==> src/rtl/alu_sequencer.sv <==
// Single-issue sequencer for the 8-bit ALU result mux: accepts one instruction,
// holds the mux select for HOLD_CYCLES, captures the result into acc/breg.
module alu_sequencer #(
    parameter int HOLD_CYCLES = 1
) (
    input  logic       clk,
    input  logic       reset,
    input  logic       instr_valid,
    output logic       instr_ready,
    input  logic [3:0] instr_op,
    input  logic       instr_load,
    input  logic [7:0] instr_imm,
    output logic [3:0] alu_sel,
    output logic       alu_en,
    output logic [7:0] load_val,
    input  logic [7:0] alu_data,
    output logic [7:0] acc,
    output logic [7:0] breg,
    output logic       flag_zero,
    output logic       done,
    output logic       busy,
    output logic [7:0] retired
);

    typedef enum logic [1:0] {
        S_IDLE    = 2'd0,
        S_ISSUE   = 2'd1,
        S_CAPTURE = 2'd2,
        S_DONE    = 2'd3
    } state_t;

    localparam logic [3:0] HOLD_INIT = 4'(HOLD_CYCLES - 1);

    state_t     state_q, state_d;
    logic [3:0] cnt_q, cnt_d;
    logic [3:0] sel_q, sel_d;
    logic       en_q, en_d;
    logic [7:0] lv_q, lv_d;
    logic [7:0] acc_q, acc_d;
    logic [7:0] breg_q, breg_d;
    logic       zero_q, zero_d;
    logic       done_q, done_d;
    logic       busy_q, busy_d;
    logic       ready_q, ready_d;
    logic [7:0] ret_q, ret_d;

    // Next-state and next-output computation for the issue/capture sequence.
    always_comb begin
        state_d = state_q;
        cnt_d   = cnt_q;
        sel_d   = sel_q;
        en_d    = en_q;
        lv_d    = lv_q;
        acc_d   = acc_q;
        breg_d  = breg_q;
        zero_d  = zero_q;
        done_d  = 1'b0;
        ret_d   = ret_q;
        case (state_q)
            S_IDLE: begin
                if (instr_valid) begin
                    sel_d   = instr_op;
                    en_d    = ~instr_load;
                    lv_d    = instr_imm;
                    cnt_d   = HOLD_INIT;
                    state_d = S_ISSUE;
                end else begin
                    state_d = S_IDLE;
                end
            end
            S_ISSUE: begin
                if (cnt_q == 4'd0) begin
                    state_d = S_CAPTURE;
                end else begin
                    cnt_d = cnt_q - 4'd1;
                end
            end
            S_CAPTURE: begin
                acc_d = alu_data;
                // en_q still reflects ~load here; STO (1110) and SWP (1111) move acc into breg.
                if (en_q && (sel_q[3:1] == 3'b111)) begin
                    breg_d = acc_q;
                end else begin
                    breg_d = breg_q;
                end
                zero_d  = (alu_data == 8'h00);
                done_d  = 1'b1;
                ret_d   = ret_q + 8'd1;
                en_d    = 1'b0;
                state_d = S_DONE;
            end
            S_DONE: begin
                state_d = S_IDLE;
            end
            default: begin
                state_d = S_IDLE;
            end
        endcase
        busy_d  = (state_d != S_IDLE);
        ready_d = (state_d == S_IDLE);
    end

    // State and output registers with synchronous reset.
    always_ff @(posedge clk) begin
        if (reset) begin
            state_q <= S_IDLE;
            cnt_q   <= 4'd0;
            sel_q   <= 4'd0;
            en_q    <= 1'b0;
            lv_q    <= 8'h00;
            acc_q   <= 8'h00;
            breg_q  <= 8'h00;
            zero_q  <= 1'b0;
            done_q  <= 1'b0;
            busy_q  <= 1'b0;
            ready_q <= 1'b1;
            ret_q   <= 8'h00;
        end else begin
            state_q <= state_d;
            cnt_q   <= cnt_d;
            sel_q   <= sel_d;
            en_q    <= en_d;
            lv_q    <= lv_d;
            acc_q   <= acc_d;
            breg_q  <= breg_d;
            zero_q  <= zero_d;
            done_q  <= done_d;
            busy_q  <= busy_d;
            ready_q <= ready_d;
            ret_q   <= ret_d;
        end
    end

    assign instr_ready = ready_q;
    assign alu_sel     = sel_q;
    assign alu_en      = en_q;
    assign load_val    = lv_q;
    assign acc         = acc_q;
    assign breg        = breg_q;
    assign flag_zero   = zero_q;
    assign done        = done_q;
    assign busy        = busy_q;
    assign retired     = ret_q;

endmodule

==> config.mk <==
export PLATFORM = sky130hd
export DESIGN_NAME = alu_sequencer
export DESIGN_NICKNAME = d
export VERILOG_FILES = /design/src/rtl/alu_sequencer.sv
export SDC_FILE = /design/constraint.sdc
export NUM_CORES = 1
export LEC_CHECK = 0
export BUFFER_PORTS_ARGS = -buffer_cell sky130_fd_sc_hd__buf_2
export CORE_ASPECT_RATIO = 2
export CORE_MARGIN = 2
export CORE_UTILIZATION = 49
export DETAILED_ROUTE_END_ITERATION = 6
export PLACE_DENSITY = 0.9
export SYNTH_ARGS = -nofsm -noshare
export SYNTH_HDL_FRONTEND = slang
export SYNTH_SLANG_ARGS = --single-unit
==> constraint.sdc <==
create_clock -name clk -period 1.59 [get_ports clk]
set_input_delay 0.0795 -clock clk [delete_from_list [all_inputs] [get_ports clk]]
set_output_delay 0.0795 -clock clk [all_outputs]
set_load 0.01 [all_outputs]
Word-level counts from Yosys, hierarchy flattened --
Cells that the tools add are included.
Word-level totals: output and inout port bits 41, register bits after elaboration 47, logic and storage cells 42, input bits 24
Cells by class: bitwise logic cells 1, $add $sub $neg 2, equal/unequal tests 6, muxes and demuxes 9, reduce and logical (&&, ||, !) cells 12
Operator list (count):
- $add A8 B1 Y8 const B | 1
- $logic_not A8 Y1 | 1
- $mux W4 | 2
- $pmux W2 S4 | 1
- $pmux W4 S2 | 1
- $reduce_and A2 Y1 | 3
- $reduce_bool A2 Y1 | 3
- $eq A2 B2 Y1 const B | 2
- $logic_not A2 Y1 | 2
- $logic_not A4 Y1 | 1
- $ne A2 B2 Y1 const B | 2
- $sub A4 B1 Y4 const B | 1
- $eq A3 B3 Y1 const B | 1
- $mux W1 | 3
- $reduce_and A3 Y1 | 1
- $eq A2 B1 Y1 const B | 1
- $mux W2 | 1
- $pmux W1 S2 | 1
- $logic_and A1 B1 Y1 | 1
- $not A1 Y1 | 1

Logic depth before layout (Yosys ltp) --
Gate-level depths: netlist of the first run.
depth in word-level cells 4, gate-level depth with buffers 6, mapped depth without buffers 5

Worst setup path after synthesis of the first run --
OpenSTA, ideal clock, no wires.
path type reg-to-reg, start register cnt_q[0], end register cnt_q[3], required time 1.520 ns, path slack 0.160 ns, stages on the path, launching flop included 6, buffers on the path 0, data arrival time 1.360 ns, cells stage by stage dfxtp_1 > inv_1 > ha_1 > nor3b_1 > or4_1 > a21oi_1
On the way: word-level cells in the longest chain between the ends 3, elaborated cells between the ends (all ways) 6
Ends and longest elaborated chain:
- from (decl) | RTL line 35 | logic [3:0] cnt_q, cnt_d;
- from (signal assigned) | RTL line 120 | cnt_q <= cnt_d;
- $sub A4 B1 Y4 or $logic_not A4 Y1 (tied branches) | RTL line 75, 72
- $mux W4 or $ne A2 B2 Y1 (tied branches)
- $pmux W4 S2 or $reduce_and A3 Y1 (tied branches)
Several ways; a longest one is shown, not always the timed one. The select of a mux whose other input is x is not followed. A chain may end at the register's enable or synchronous reset.

Final worst setup path of the first run --
Same ends and word-level chain as after synthesis.

==> reports/summary.json, run 1 <==
{
  "critical_path": {
    "critical_path.max_stage_delay_ns": 0.54,
    "crit_path_max_fanout": 8,
    "required_worst_endpoint_ns": 1.82,
    "cp-start-kind": "flip-flop",
    "cp_cell_sequence": "inv_1 -> ha_1 -> nor3b_2 -> or4_1 -> a21oi_2",
    "critical_path.endpoint_type": "flip-flop",
    "timing.critical_path.slowest_stage_cell": "or4_1",
    "worst_ep_arrival_time_ns": 1.81,
    "timing_worst_setup_path_type": "flip-flop to flip-flop"
  },
  "timing": {
    "final-max-slew-violation-count": 0,
    "hold_viol_final": 0,
    "max_slew.worst_pin.slew_ns": 0.395,
    "fin_crit_sh": 0.993,
    "final.setup.worst_slack_ns": 0.0105,
    "finalHoldWorstSlack_ns": 0.00512,
    "setup_viol": 0,
    "maxSlewHeadroom": 0.736,
    "clock.fmax_ghz": 0.633,
    "fin_skew_ns": 0.00980,
    "min_period_ns": 1.58
  },
  "cells_and_area": {
    "final_area_mm2": 0.00235,
    "nets": 312,
    "n_antenna_cell": 0,
    "flow.area_growth_from_synthesis_pct": 26.9,
    "layoutNonFillerInstCount": 336,
    "drive_gt1_frac": 0.293
  },
  "power_and_ir_drop": {
    "static_leakage_uw": 0.00100,
    "p_per_area_mw_per_mm2": 1020,
    "ir_drop_mv": 0.644
  },
  "yosys": {
    "synth_top_cells_by_area": "dfxtp_1, a21oi_1, nand2_1",
    "yosysUniqueCellTypes": 30,
    "yosys-top-cells-count": "dfxtp_1, nand2_1, a21oi_1",
    "postSynthRegisterBits": 47,
    "post-synth-top-area-fraction": 0.507,
    "netlist_area_mm2": 0.00185,
    "synth-main-ff-cell": "dfxtp_1",
    "synth.avg_cell_area_um2": 8.39,
    "synth_seq_area_share": 0.507,
    "synth_enable_flop_cells": 0,
    "post-synth-top-count-cell": "dfxtp_1",
    "synth.yosys.warnings": 0,
    "syn_nets": 247,
    "netlist_instances": 221,
    "synth-async-reset-ratio": 0,
    "netlist.top_cell.by_area": "dfxtp_1"
  },
  "clocking": {
    "clkTransAtPathRegs_ns": 0.08,
    "cts_buffer_depth": 2,
    "clk_latency_ns": 0.31,
    "tritoncts": "done",
    "cts_inserted_buffers": 5,
    "buffer_count_from_post_cts_setup_fixing": 0,
    "h-tree-depth": 2,
    "cts_num_sinks": 47,
    "clock_tree.root_cell": "clkbuf_8"
  },
  "global_routing": {
    "grt_antenna_before_repair": 0,
    "grt_max_degree": 25,
    "vias_in_the_first_global_route": 1578,
    "global_route.overflow_total": 0,
    "grt_util_all_layers": 0.208,
    "grt_pass1_wl_um": 6590
  },
  "route": {
    "via_count": 1748,
    "wirelength_um": 4240,
    "ant_nets": 0,
    "detailedRoute.firstPassIterationCount": 4,
    "vias_per_cell": 5.20,
    "drtIter0Drc": 25,
    "routed_length_per_instance_um": 12.6,
    "post-route-drc-count": 0
  },
  "floorplan": {
    "std_cell_rows": 31,
    "fp.coreArea_mm2": 0.00361,
    "die_w_um": 47.5,
    "start_util": 0.514,
    "die_ar_mm2": 0.00432,
    "die_height_um": 91.0,
    "number_of_top_level_pins": 65
  },
  "placement": {
    "dp_worst_setup_slack_ns": 0.0457,
    "io_buffer_count": 64,
    "dp_hpwl_um": 3030,
    "finalWeightedCongestion": 0.740,
    "placedCellCount": 323,
    "detailed_place.area_mm2": 0.00219
  },
  "min_path": {
    "holdCritPathClass": "primary input to flip-flop"
  },
  "status": {
    "status": "complete, no violations"
  },
  "flow_run": {
    "cap_viol_max_count": 0
  }
}
==> repair_timing <==
item                       CTS  global route
resized for setup            0             5
hold buffers                 5             0
hold endpoints to repair     5             0
setup endpoints to repair    0             6
==> registers in the layout, indices dropped and copies added, names as in the netlist <==
signal,count
busy,1
instr_ready,1
flag_zero,1
alu_sel,4
breg,8
retired,8
load_val,8
acc,8
state_q,2
done,1
alu_en,1
cnt_q,4
==> power by group <==
group / internal, µW / total, µW / switching [µW]
Combinational: 140 / 330 / 190
Sequential: 1240 / 1280 / 47.9
Clock: 395 / 791 / 396
==> worst max-delay path: cells and delay by family (launching register included) <==
kind / cells / cell delay [ns]
AOI/OAI and AO/OA: 1 / 0.16
buffers and inverters: 1 / 0.05
and+or+nand+nor: 2 / 0.74
DFF: 1 / 0.36
adders and majority gates: 1 / 0.20
==> cell type report <==
| class | count | area [µm²] |
|---|---|---|
| inverter | 5 | 18.8 |
| sequential | 47 | 943 |
| multi-input combinational | 153 | 818 |
| fill | 322 | 1250 |
| timing repair buffer | 74 | 408 |
| clock buffer | 7 | 96.3 |
| clock inverter | 1 | 7.51 |
| tap | 49 | 61.3 |
==> metal layers <==
metal	part of all wire	wire length, µm	track usage	vias to the layer above
met2	0.56	2380	0.364	47
li1	-	-	-	886
met3	0.043	183	0.0477	7
met4	0.023	96	0.0972	0
met1	0.37	1580	0.212	808
met5	0	0	0	-
==> logic make-up (layout without fill, tap and decap cells) <==
logic type	after synthesis	after routing	share of synthesized area
AO/OA/AOI/OAI	58	58	0.165
XOR/XNOR	2	2	0.00945
adder cells (fa/ha/maj)	2	2	0.0135
buffers and inverters	21	87	0.0574
flip-flops	47	47	0.507
multiplexers	1	1	0.00607
AND/OR/NAND/NOR	90	90	0.242
==> cell usage in the layout, fill, tap and decap left out, types with 3 or more instances in the layout <==
cell type      Yosys  layout
buf_2              4      64
dfxtp_1           47      45
nand2_1           44      44
a21oi_1           40      39
o21ai_0           12      12
nand3_1           12      12
clkbuf_8           0       7
inv_1              5       5
or3_1              5       5
nor2_1             5       5
dlygate4sd3_1      0       5
buf_4              0       5
nand2b_1           4       4
or4_1              4       4
nor2b_1            3       3
nand4_1            3       3
==> path summary, 6_finish.rpt <==
path                      from           to  slack (ns)  cells past startpoint
setup / recovery      cnt_q[0]     cnt_q[3]        0.01                      5
hold reg to reg    load_val[3]  load_val[3]        0.46                      2
setup reg to reg      cnt_q[0]     cnt_q[3]        0.01                      5
hold / removal    instr_imm[1]  load_val[1]       0.005                      3
==> stage by stage <==
stage	utilization	setup TNS, ns	total power [µW]
after floorplan	-	0	1520
after CTS	0.649	0	2420
after global placement	0.606	0	1620
after detailed placement	0.606	0	1630
after global routing	0.652	-0.0573	2510
final	0.652	0	2400
Power figures use the tool's default switching activity.
==> run 2: changes to the inputs <==
MAX_ROUTING_LAYER = met4   (was not set)
==> reports/summary.json, run 2 (synthesized netlist as in run 1, its figures left out) <==
{
  "timing": {
    "min_period_ns": 1.58,
    "finalHoldWorstSlack_ns": 0.00556,
    "fin_crit_sh": 0.995,
    "maxSlewHeadroom": 0.732,
    "fin_skew_ns": 0.00916,
    "hold_viol_final": 0,
    "clock.fmax_ghz": 0.632,
    "final-max-slew-violation-count": 0,
    "setup_viol": 0,
    "max_slew.worst_pin.slew_ns": 0.400
  },
  "min_path": {
    "hold_path_startpoint": "instr_imm[1]",
    "holdCritPathClass": "primary input to flip-flop",
    "worstHoldPathCells": 3
  },
  "cells_and_area": {
    "commonest_cells_after_routing_fill_and_taps_aside": "buf_2, dfxtp_1, nand2_1",
    "drive_gt1_frac": 0.293,
    "final_area_mm2": 0.00235,
    "n_antenna_cell": 0,
    "flow.area_growth_from_synthesis_pct": 26.9,
    "nets": 312,
    "layout_commonest_cell": "buf_2"
  },
  "floorplan": {
    "std_cell_rows": 31,
    "die_ar_mm2": 0.00432,
    "number_of_top_level_pins": 65,
    "fp.coreArea_mm2": 0.00361,
    "die_height_um": 91.0,
    "start_util": 0.514,
    "die_w_um": 47.5
  },
  "power_and_ir_drop": {
    "ir_drop_mv": 0.644,
    "static_leakage_uw": 0.00100,
    "p_per_area_mw_per_mm2": 1020
  },
  "clocking": {
    "cts_inserted_buffers": 5,
    "cts_num_sinks": 47,
    "clkTransAtPathRegs_ns": 0.08,
    "h-tree-depth": 2,
    "cts_buffer_depth": 2,
    "clk_latency_ns": 0.31,
    "clock_tree.root_cell": "clkbuf_8",
    "tritoncts": "done"
  },
  "placement": {
    "io_buffer_count": 64,
    "detailed_place.area_mm2": 0.00219,
    "finalWeightedCongestion": 0.749,
    "dp_hpwl_um": 3030
  },
  "route": {
    "detailedRoute.firstPassIterationCount": 5,
    "routed_length_per_instance_um": 12.8,
    "post-route-drc-count": 0,
    "wirelength_um": 4300,
    "drtIter0Drc": 23,
    "via_count": 1752,
    "vias_per_cell": 5.21,
    "ant_nets": 0
  },
  "critical_path": {
    "critical_path.endpoint_type": "flip-flop",
    "cp_cell_sequence": "inv_1 -> ha_1 -> nor3b_2 -> or4_1 -> a21oi_2",
    "required_worst_endpoint_ns": 1.82,
    "crit_start": "cnt_q[0]",
    "crit_path_max_fanout": 8,
    "cp-start-kind": "flip-flop",
    "worst_ep_arrival_time_ns": 1.82,
    "timing.critical_path.slowest_stage_cell": "or4_1",
    "reg2reg_from": "cnt_q[0]",
    "critical_path.max_stage_delay_ns": 0.54,
    "cells_on_worst_reg2reg_path": 5,
    "timing_worst_setup_path_type": "flip-flop to flip-flop"
  },
  "global_routing": {
    "vias_in_the_first_global_route": 1578,
    "grt_pass1_wl_um": 6590,
    "grt_max_degree": 25,
    "grt_antenna_before_repair": 0,
    "grt_util_all_layers": 0.213,
    "global_route.overflow_total": 0
  },
  "status": {
    "status": "complete, no violations"
  },
  "flow_run": {
    "cap_viol_max_count": 0
  }
}
==> run 2: cell counts in the layout (fill, tap and decap cells not counted) <==
Identical to the previous run, type by type.
==> run 2: what timing repair did <==
action,CTS,global route
hold buffers,5,0
setup buffers,0,0
endpoints found under the setup margin,0,6
resized for setup,0,5
endpoints found under the hold margin,5,0
==> run 2: path summary, 6_finish.rpt <==
check	to	slack, ns
max	cnt_q[3]	0.007
min	load_val[1]	0.006
max reg2reg	cnt_q[3]	0.007
min reg2reg	load_val[3]	0.46
==> run 2: critical path: cells and delay by family, from the launching register on <==
family          cells  cell delay (ns)
simple gates        2             0.74
flops               1             0.36
fa+ha+maj           1             0.20
compound gates      1             0.16
buf+inv             1             0.05
==> run 2: layer usage <==
metal / vias up / global-route usage / wire, µm
li1: 884 / - / -
met1: 813 / 0.212 / 1610
met2: 47 / 0.364 / 2420
met3: 8 / 0.0477 / 173
met4: 0 / 0.0972 / 89
met5: - / - / 0
==> run 2: through the flow <==
step	utilization	TNS [ns]	instances	setup slack [ns]	total power [µW]
4_1_cts	0.649	0	336	0.0126	2420
5_1_grt	0.652	-0.0573	336	-0.0573	2510
2_1_floorplan	-	0	221	0.160	1520
6_report	0.652	0	336	0.00722	2410
3_3_place_gp	0.606	0	323	0.115	1620
3_5_place_dp	0.606	0	323	0.0457	1630
==> run 2: layout make-up <==
class / instances / area (µm²)
flip-flops and latches: 47 / 943
well taps: 49 / 61.3
fillers: 322 / 1250
clock buffers: 7 / 96.3
repair buffers: 74 / 408
clock inverters: 1 / 7.51
inverters: 5 / 18.8
multi-input cells: 153 / 818
==> run 2: where the power goes <==
group          internal [µW]  switching, µW
registers               1240           48.1
logic                    140            192
clock network            396            398
total                   1770            638
